$ cat src/rtl/tlc_light_monitor.sv
// Lamp-bus safety monitor for the traffic-light controller.
// Samples the six lamp codes every clock and checks for invalid codes,
// cross-lamp conflicts, illegal colour steps, short green/yellow dwell and a
// global stall. The first fault is latched with a code and a source index.
// It also counts the cycles in which the bus changed.
module tlc_light_monitor #(
    parameter int MIN_GREEN  = 4,
    parameter int MIN_YELLOW = 2,
    parameter int MAX_STALL  = 100,
    parameter int CW         = 8
) (
    input  logic       clk,
    input  logic       rst,
    input  logic [1:0] light_M1,
    input  logic [1:0] light_M2,
    input  logic [1:0] light_M3,
    input  logic [1:0] light_M4,
    input  logic [1:0] light_R,
    input  logic [1:0] light_S,
    input  logic       clr_fault,
    output logic       fault,
    output logic [2:0] fault_code,
    output logic [2:0] fault_src,
    output logic [7:0] change_cnt
);

    localparam int NUM_LAMPS = 6;

    localparam logic [1:0] RED     = 2'b00;
    localparam logic [1:0] YELLOW  = 2'b01;
    localparam logic [1:0] GREEN   = 2'b10;
    localparam logic [1:0] INVALID = 2'b11;

    localparam logic [CW-1:0] CNT_MAX   = '1;
    localparam logic [CW-1:0] GREEN_LIM = CW'(MIN_GREEN - 1);
    localparam logic [CW-1:0] YELLOW_LIM = CW'(MIN_YELLOW - 1);
    localparam logic [CW-1:0] STALL_LIM = CW'(MAX_STALL - 1);

    localparam logic [2:0] SRC_STALL = 3'd7;

    typedef enum logic [2:0] {
        FC_NONE     = 3'd0,
        FC_INVALID  = 3'd1,
        FC_CONFLICT = 3'd2,
        FC_ILLEGAL  = 3'd3,
        FC_SHORT_G  = 3'd4,
        FC_SHORT_Y  = 3'd5,
        FC_STALL    = 3'd6
    } fault_code_e;

    // Lamp codes indexed by source number 0..5.
    logic [1:0] code [NUM_LAMPS];
    assign code[0] = light_M1;
    assign code[1] = light_M2;
    assign code[2] = light_M3;
    assign code[3] = light_M4;
    assign code[4] = light_R;
    assign code[5] = light_S;

    // State registers and their next values.
    logic                 armed_q, armed_d;
    logic [1:0]           prev_q  [NUM_LAMPS];
    logic [1:0]           prev_d  [NUM_LAMPS];
    logic [CW-1:0]        dwell_q [NUM_LAMPS];
    logic [CW-1:0]        dwell_d [NUM_LAMPS];
    logic [NUM_LAMPS-1:0] seen_q, seen_d;
    logic [CW-1:0]        stall_q, stall_d;
    logic [7:0]           change_cnt_q, change_cnt_d;
    logic                 fault_q, fault_d;
    fault_code_e          fault_code_q, fault_code_d;
    logic [2:0]           fault_src_q, fault_src_d;

    // Per-cycle violation vectors, one bit per lamp.
    logic [NUM_LAMPS-1:0] changed, invalid_v, illegal_v, short_g_v, short_y_v, conflict_v;
    logic                 any_change, m_green, stall_v, viol;
    fault_code_e          viol_code;
    logic [2:0]           viol_src;

    // Only the three forward colour steps are legal.
    function automatic logic legal_step(input logic [1:0] from_c, input logic [1:0] to_c);
        return (from_c == RED    && to_c == GREEN)  ||
               (from_c == GREEN  && to_c == YELLOW) ||
               (from_c == YELLOW && to_c == RED);
    endfunction

    // Lowest set index wins when several lamps share a fault code.
    function automatic logic [2:0] first_idx(input logic [NUM_LAMPS-1:0] v);
        logic [2:0] idx;
        idx = 3'd0;
        for (int i = NUM_LAMPS - 1; i >= 0; i--) begin
            if (v[i]) idx = 3'(i);
        end
        return idx;
    endfunction

    // Violation detection, priority resolution and next-state computation.
    always_comb begin
        // NOTE: every signal written here gets a default first so no path
        // can leave it unassigned and infer a latch.
        changed    = '0;
        invalid_v  = '0;
        illegal_v  = '0;
        short_g_v  = '0;
        short_y_v  = '0;
        conflict_v = '0;
        m_green    = 1'b0;
        viol       = 1'b0;
        viol_code  = FC_NONE;
        viol_src   = 3'd0;

        for (int i = 0; i < NUM_LAMPS; i++) begin
            changed[i]   = code[i] != prev_q[i];
            invalid_v[i] = code[i] == INVALID;
            illegal_v[i] = changed[i] && !legal_step(prev_q[i], code[i]);
            // Dwell checks only trust a lamp once its entry into a colour was observed.
            short_g_v[i] = seen_q[i] && prev_q[i] == GREEN && code[i] != GREEN
                           && dwell_q[i] < GREEN_LIM;
            short_y_v[i] = seen_q[i] && prev_q[i] == YELLOW && code[i] != YELLOW
                           && dwell_q[i] < YELLOW_LIM;
        end
        for (int i = 0; i < 4; i++) begin
            if (code[i] == GREEN) m_green = 1'b1;
        end
        any_change    = |changed;
        conflict_v[4] = code[4] == GREEN && code[2] == GREEN;
        conflict_v[5] = (code[5] == GREEN || code[5] == YELLOW) && m_green;
        stall_v       = !any_change && stall_q >= STALL_LIM;

        if (armed_q) begin
            viol = 1'b1;
            if (|invalid_v) begin
                viol_code = FC_INVALID;  viol_src = first_idx(invalid_v);
            end else if (|conflict_v) begin
                viol_code = FC_CONFLICT; viol_src = first_idx(conflict_v);
            end else if (|illegal_v) begin
                viol_code = FC_ILLEGAL;  viol_src = first_idx(illegal_v);
            end else if (|short_g_v) begin
                viol_code = FC_SHORT_G;  viol_src = first_idx(short_g_v);
            end else if (|short_y_v) begin
                viol_code = FC_SHORT_Y;  viol_src = first_idx(short_y_v);
            end else if (stall_v) begin
                viol_code = FC_STALL;    viol_src = SRC_STALL;
            end else begin
                viol = 1'b0;
            end
        end

        // The first armed-less edge only captures the bus.
        armed_d      = 1'b1;
        prev_d       = code;
        seen_d       = seen_q;
        stall_d      = stall_q;
        change_cnt_d = change_cnt_q;
        for (int i = 0; i < NUM_LAMPS; i++) begin
            dwell_d[i] = dwell_q[i];
        end
        if (armed_q) begin
            for (int i = 0; i < NUM_LAMPS; i++) begin
                if (changed[i]) dwell_d[i] = '0;
                else if (dwell_q[i] != CNT_MAX) dwell_d[i] = dwell_q[i] + 1'b1;
            end
            seen_d = seen_q | changed;
            if (any_change) begin
                stall_d      = '0;
                change_cnt_d = change_cnt_q + 8'd1;
            end else if (stall_q != CNT_MAX) begin
                stall_d = stall_q + 1'b1;
            end
        end

        // A clear on the same edge as a new violation latches the new one.
        fault_d      = fault_q;
        fault_code_d = fault_code_q;
        fault_src_d  = fault_src_q;
        if (!fault_q || clr_fault) begin
            if (viol) begin
                fault_d      = 1'b1;
                fault_code_d = viol_code;
                fault_src_d  = viol_src;
            end else if (clr_fault) begin
                fault_d      = 1'b0;
                fault_code_d = FC_NONE;
                fault_src_d  = 3'd0;
            end
        end
    end

    // State register with asynchronous reset.
    always_ff @(posedge clk or posedge rst) begin
        if (rst) begin
            armed_q      <= 1'b0;
            seen_q       <= '0;
            stall_q      <= '0;
            change_cnt_q <= '0;
            fault_q      <= 1'b0;
            fault_code_q <= FC_NONE;
            fault_src_q  <= 3'd0;
            // NOTE: these per-lamp arrays are plain flops, not a RAM, so each
            // entry is reset explicitly; a true memory would not be reset here.
            for (int i = 0; i < NUM_LAMPS; i++) begin
                prev_q[i]  <= RED;
                dwell_q[i] <= '0;
            end
        end else begin
            // NOTE: non-blocking assignments so every register samples the
            // pre-edge values computed above, independent of statement order.
            armed_q      <= armed_d;
            prev_q       <= prev_d;
            dwell_q      <= dwell_d;
            seen_q       <= seen_d;
            stall_q      <= stall_d;
            change_cnt_q <= change_cnt_d;
            fault_q      <= fault_d;
            fault_code_q <= fault_code_d;
            fault_src_q  <= fault_src_d;
        end
    end

    assign fault      = fault_q;
    assign fault_code = fault_code_q;
    assign fault_src  = fault_src_q;
    assign change_cnt = change_cnt_q;

endmodule
$ cat config.mk
export PLATFORM = sky130hd
export DESIGN_NAME = tlc_light_monitor
export DESIGN_NICKNAME = d
export VERILOG_FILES = /design/src/rtl/tlc_light_monitor.sv
export SDC_FILE = /design/constraint.sdc
export NUM_CORES = 1
export LEC_CHECK = 0
export ABC_AREA = 1
export CAP_MARGIN = 20
export CORE_MARGIN = 3
export CORE_UTILIZATION = 35
export CTS_CLUSTER_DIAMETER = 120
export DETAILED_ROUTE_END_ITERATION = 16
export PLACE_DENSITY_LB_ADDON = 0.1
export SLEW_MARGIN = 20
export SYNTH_ARGS = -nofsm -noshare
export SYNTH_HDL_FRONTEND = slang
export SYNTH_SLANG_ARGS = --single-unit
$ cat constraint.sdc
create_clock -name clk -period 8.91 [get_ports clk]
set_input_delay 2.2275 -clock clk [delete_from_list [all_inputs] [get_ports clk]]
set_output_delay 2.2275 -clock clk [all_outputs]
set_load 0.02 [all_outputs]
After elaboration in Yosys (flattened, before gate mapping)

Cells that the tools add are included.
Widths: inputs -> output; s select.

Bits in registers: 90
Logic and storage cells: 286
Input bits: 15
Output and inout port bits: 15

Reduce and logical (&&, ||, !) cells: 120
Order comparisons: 13
Muxes and demuxes: 70
Eq/ne operators: 55
Bitwise operators: 1
Add/sub/neg operators: 8

Operator list:

| operator            | number |
|---|---|
| $mux 3              | 43 |
| $mux 8              | 14 |
| $add 8x1->8 const B | 8 |
| $logic_and 1x1->1   | 63 |
| $ne 8x8->1 const B  | 7 |
| $lt 8x1->1 const B  | 6 |
| $lt 8x2->1 const B  | 6 |
| $eq 2x2->1 const B  | 18 |
| $reduce_or 6->1     | 5 |
| $eq 2x1->1 const B  | 12 |
| $logic_not 2->1     | 12 |
| $reduce_and 2->1    | 9 |
| $reduce_bool 2->1   | 8 |
| $logic_or 1x1->1    | 14 |
| $mux 1              | 13 |
| $ne 2x1->1 const B  | 6 |
| $ne 2x2->1          | 6 |
| $ne 2x2->1 const B  | 6 |
| $ge 8x7->1 const B  | 1 |
| $logic_not 1->1     | 8 |
| $or 6x6->6          | 1 |
| $reduce_or 2->1     | 1 |

Depth between registers and ports, before layout

Depth after elaboration: 17
Gate-level depth with buffers: 18
Mapped depth without buffers: 18

Worst setup path after synthesis

Ideal clock, no wire load.

Path type: input -> register
From: input port light_S[0]
To: register fault_code_q[2], in the netlist fault_code[2]
Cell stages on the path: 13
Library setup time: 121 ps
Arrival: 3467 ps
Slack: 5322 ps
Buffers on the path: 1
Data required time: 8789 ps
Cells stage by stage: inv_1 -> ha_1 -> nor3_1 -> nand3_1 -> nand2_1 -> inv_1 -> nand2_1 -> nor2_4 -> nand4_2 -> nand3_2 -> buf_6 -> nand3_1 -> o21ai_1

Longest elaborated chain between the ends: 13
Elaborated cells on any way between the ends: 45
Those cells by class: eq/ne (6); mux (15); reduce/logical (24)

Ends and longest elaborated chain:

| element                                               | RTL line | RTL |
|---|---|---|
| from (decl)                                           | 19       | `input logic [1:0] light_S,` |
| $ne 2x2->1, or another cell as far along              | 112      | `changed[i] = code[i] != prev_q[i];` |
| $reduce_or 6->1, or another cell as far along         | 124      | `any_change = \|changed;` |
| $logic_not 1->1 or $logic_or 1x1->1 (tied branches)   | 127, 81  |  |
| $logic_and 1x1->1 or $logic_or 1x1->1 (tied branches) | 127, 82  |  |
| $mux 1 or $logic_not 1->1 (tied branches)             | 141, 114 |  |
| $mux 1 or $logic_and 1x1->1 (tied branches)           | 139, 114 |  |
| $mux 1 or $reduce_or 6->1 (tied branches)             | 137, 135 |  |
| $mux 1                                                | 135      | `end else if (\|illegal_v) begin` |
| $mux 1                                                | 133      | `end else if (\|conflict_v) begin` |
| $mux 1                                                | 131      | `if (\|invalid_v) begin` |
| $mux 1                                                | 129      | `if (armed_q) begin` |
| $reduce_bool 2->1 (no line)                           | -        |  |
| $reduce_and 2->1 (no line)                            | -        |  |
| to (signal assigned)                                  | 214      | `fault_code_q <= fault_code_d;` |
| to (decl)                                             | 70       | `fault_code_e fault_code_q, fault_code_d;` |

Several ways; a longest one is shown, not always the timed one.
A chain may end at the register's enable or synchronous reset.

Final worst setup path

From: input port light_S[0]
To: register fault_src_q[1], in the netlist fault_src[1]

Longest elaborated chain between the ends: 13
Elaborated cells on any way between the ends: 45
Those cells by class: eq/ne (6); mux (15); reduce/logical (24)

Ends and longest elaborated chain:

| element                                               | RTL line | RTL |
|---|---|---|
| $ne 2x2->1, or another cell as far along              | 112      |  |
| $reduce_or 6->1, or another cell as far along         | 124      |  |
| $logic_not 1->1 or $logic_or 1x1->1 (tied branches)   | 127, 81  |  |
| $logic_and 1x1->1 or $logic_or 1x1->1 (tied branches) | 127, 82  |  |
| $mux 1 or $logic_not 1->1 (tied branches)             | 141, 114 |  |
| $mux 1 or $logic_and 1x1->1 (tied branches)           | 139, 114 |  |
| $mux 1 or $reduce_or 6->1 (tied branches)             | 137, 135 |  |
| $mux 1                                                | 135      |  |
| $mux 1                                                | 133      |  |
| $mux 1                                                | 131      |  |
| $mux 1                                                | 129      |  |
| $reduce_bool 2->1 (no line)                           | -        |  |
| $reduce_and 2->1 (no line)                            | -        |  |
| to (signal assigned)                                  | 215      | `fault_src_q <= fault_src_d;` |
| to (decl)                                             | 71       | `logic [2:0] fault_src_q, fault_src_d;` |

Several ways; a longest one is shown, not always the timed one.

==> metrics.txt <==
Comb power frac=0.196; Critical Path AT=4450 ps; worst min path class=reg2reg; Slew @ Worst Pin=793.2 ps; top-area cell type share of the netlist area=0.4125; cell count after synthesis=754; hold path start=seen_q[4]$_DFFE_PP0P_; RSZ-0062 raised after global routing=no; outcome=complete, no violations; TritonCTS clock tree=done; crit-path cells=clkdlybuf4s50_1, inv_1, ha_1, nor3_1, nand3_1, nand2_1, inv_1, nand2_1, nor2_4, nand4_2, nand3_2, nor2_1, nand2_1, nand2_1; Layout Skew=6.819 ps; final core occ=0.4125; layout cells sized above 1=0.06650; synth cell count leaders=nand2_1 (160), inv_1 (117), nor2_1 (103), dfrtp_1 (90), nand3_1 (61); clk sinks=90; Int Pwr=0.7355 mW; hold_buf cts=0; Via Count=4,924; worst skew pair latency=350 ps; Max-Cap Viols=0; R2R Path End=dwell_q[39]$_DFFE_PP0P_; fmax=240.1 MHz; Post-synth EDFFs=0; Hold EP=seen_q[4]$_DFFE_PP0P_; Hold Path Depth=1; die width=130.9 um; NumNets Final=826; leakage=3.001 nW; # port buffers=29; crit path buf inv count=3; maximum VDD drop=0.1204 mV; top_reg_cell synth=dfrtp_1; final worst-path cycle share=0.4675; Fin. Hold Viols=0; Residual DRC=0; FF-to-FF setup slack=6660 ps; Crit. End Element=flip-flop; Netlist cell types=41; Slew Limit Fails=0; vias in the first global route=4,713; max_slew headroom=0.4712; worst setup path start=light_S[0]; FP Rows=45; Worst EP required=9190 ps; drt wl/cell=12.88 um; Crit Path Category=in2reg; area delta synth->final=15.26%; critical path's slowest cell=clkdlybuf4s50_1; Synth Area per Inst=7.242 sq um; Initial Util=0.3579; worst hold slack=479.5 ps; Die ar.=0.01713 sq mm; largest cells by area after synthesis=dfrtp_1 (41%), nand2_1 (11%), inv_1 (8.0%); IO Count=30; Seq pwr share=0.441; total CTS buffers=9; Critical Path Start Type=input pin; Via density=4.885; Warnings, synthesis=0; GP Congestion=0.8701; Longest Clk Path Bufs=2; largest net degree at the start of global routing=50; mapped cell area=0.005460 sq mm; die height=130.9 um; wirelength, routed=12,980 um; htree depth=3; Clk pwr share=0.363; GRT Residual Overflow=0; PostCTS Resize Cnt=0; most frequent cell after synthesis=nand2_1; global-route wire length before repair=22,210 um; R2R Path Start=armed_q$_DFF_PP0_; Top delay family on crit path=simple AND/OR/NAND/NOR gates; CP max FO=12; n_diodes=0; TNS Setup=0 ps; postcts setup bufs=0; sequential-to-total area share from yosys stat=0.4125; Detail Route Antenna Nets=0; largest area contributor in the netlist=dfrtp_1; Post-Place Cells=993; initial drt markers=304; ys async rst share=1.000; Power Density=165.8 mW/mm^2; initial antenna violation count=0; Setup violations, final=0; CTS clk-pin slew, worst paths=70 ps; CORE AREA=0.01526 sq mm; Final HPWL DP=9680 um; drt first pass iters=5; Finished Layout Cells=1,008; Synth Net Count=787; sw power=0.3082 mW; synthesized flop and latch total=90; R2R depth=8; final worst path period need=4165 ps; most used cell, CP=nand2_1; sw frac=0.2953; CTS Root Cell=clkbuf_16; GRT Util Overall=0.1631; worst stage delay on the critical path=560 ps
==> through the flow <==
step / area (sq um) / setup slack (ps) / total power [mW]
floorplan: 5460 / 4347 / 0.5948
finish: 6294 / 4745 / 1.044
global placement: 6007 / 4439 / 0.6707
detailed placement: 6007 / 4383 / 0.6731
global route: 6294 / 4506 / 1.106
CTS: 6294 / 4732 / 1.061
==> power by group through the flow <==
stage / clock network (mW) / registers, mW / logic, mW
final: 0.379 / 0.460 / 0.205
after global routing: 0.411 / 0.464 / 0.230
after floorplan: 0 / 0.483 / 0.112
after global placement: 0 / 0.467 / 0.204
after detailed placement: 0 / 0.467 / 0.206
after CTS: 0.394 / 0.460 / 0.207
==> cell type report <==
| type | instances | area, sq um |
|---|---|---|
| Fill cell | 1590 | 8965 |
| Multi-Input combinational cell | 536 | 2719 |
| Sequential cell | 90 | 2252 |
| Inverter | 126 | 474.2 |
| Timing Repair Buffer | 30 | 297.8 |
| Tap cell | 211 | 264.0 |
| Clock buffer | 12 | 246.5 |
| Clock inverter | 3 | 40.04 |
==> layout by cell type (no fill, tap or decap), types with 3 or more instances in the layout <==
cell	instances
nand2_1	160
inv_1	116
nor2_1	103
dfrtp_1	90
nand3_1	61
o21ai_0	47
a21oi_1	40
clkdlybuf4s50_1	29
nor3_1	23
nand4_1	21
ha_1	18
clkbuf_16	9
nor2_2	8
inv_2	7
xor2_1	5
xnor2_1	5
or2_2	4
nand2_2	3
a21oi_2	3
nor3_2	3
clkinv_2	3
nor2_4	3
a31oi_1	3
a211oi_1	3
==> flip-flops by register name, summed over array words and instances, names as in the netlist <==
register	cells
prev_q	12
stall_q	8
seen_q	6
armed_q	1
dwell_q	48
fault	1
change_cnt	8
fault_code	3
fault_src	3
==> cells by family after synthesis <==
kind of cell / count (synthesis) / share of synthesized area
buffers and inverters: 128 / 0.08960
xor gates and xnor gates: 10 / 0.01604
and+or+nand+nor: 400 / 0.3295
adders and majority gates: 18 / 0.04125
other: 1 / 0.0006868
AOI/OAI and AO/OA: 107 / 0.1104
DFF: 90 / 0.4125
==> how the worst max path moves through the flow <==
| stage | endpoint | slack [ps] | depth (start not counted) |
|---|---|---|---|
| 3_3_place_gp | fault_src[0]$_DFFE_PP0P_ | 4440 | 14 |
| 3_5_place_dp | fault_code[2]$_DFFE_PP0P_ | 4380 | 13 |
| 6_report | fault_src[1]$_DFFE_PP0P_ | 4740 | 14 |
| 4_1_cts | fault_src[1]$_DFFE_PP0P_ | 4730 | 14 |
| 2_1_floorplan | armed_q$_DFF_PP0_ | 4350 | 1 |
| 5_1_grt | fault_code[2]$_DFFE_PP0P_ | 4510 | 13 |
==> worst reg2reg max path, delay by kind of cell, from the launching register on <==
| family | cells | cell delay, ps |
|---|---|---|
| simple gates | 5 | 830 |
| flops | 1 | 490 |
| compound gates | 2 | 470 |
| buf+inv | 1 | 390 |
==> per-layer routing <==
metal	routed length [um]	part of all wire	track usage	vias up
li1	-	-	-	2514
met1	6413	0.49	0.2232	2305
met2	5821	0.45	0.2561	87
met3	496	0.038	0.03374	18
met4	247	0.019	0.05868	0
met5	0	0	0	-
No activity file was read; power rests on OpenSTA's default activity.
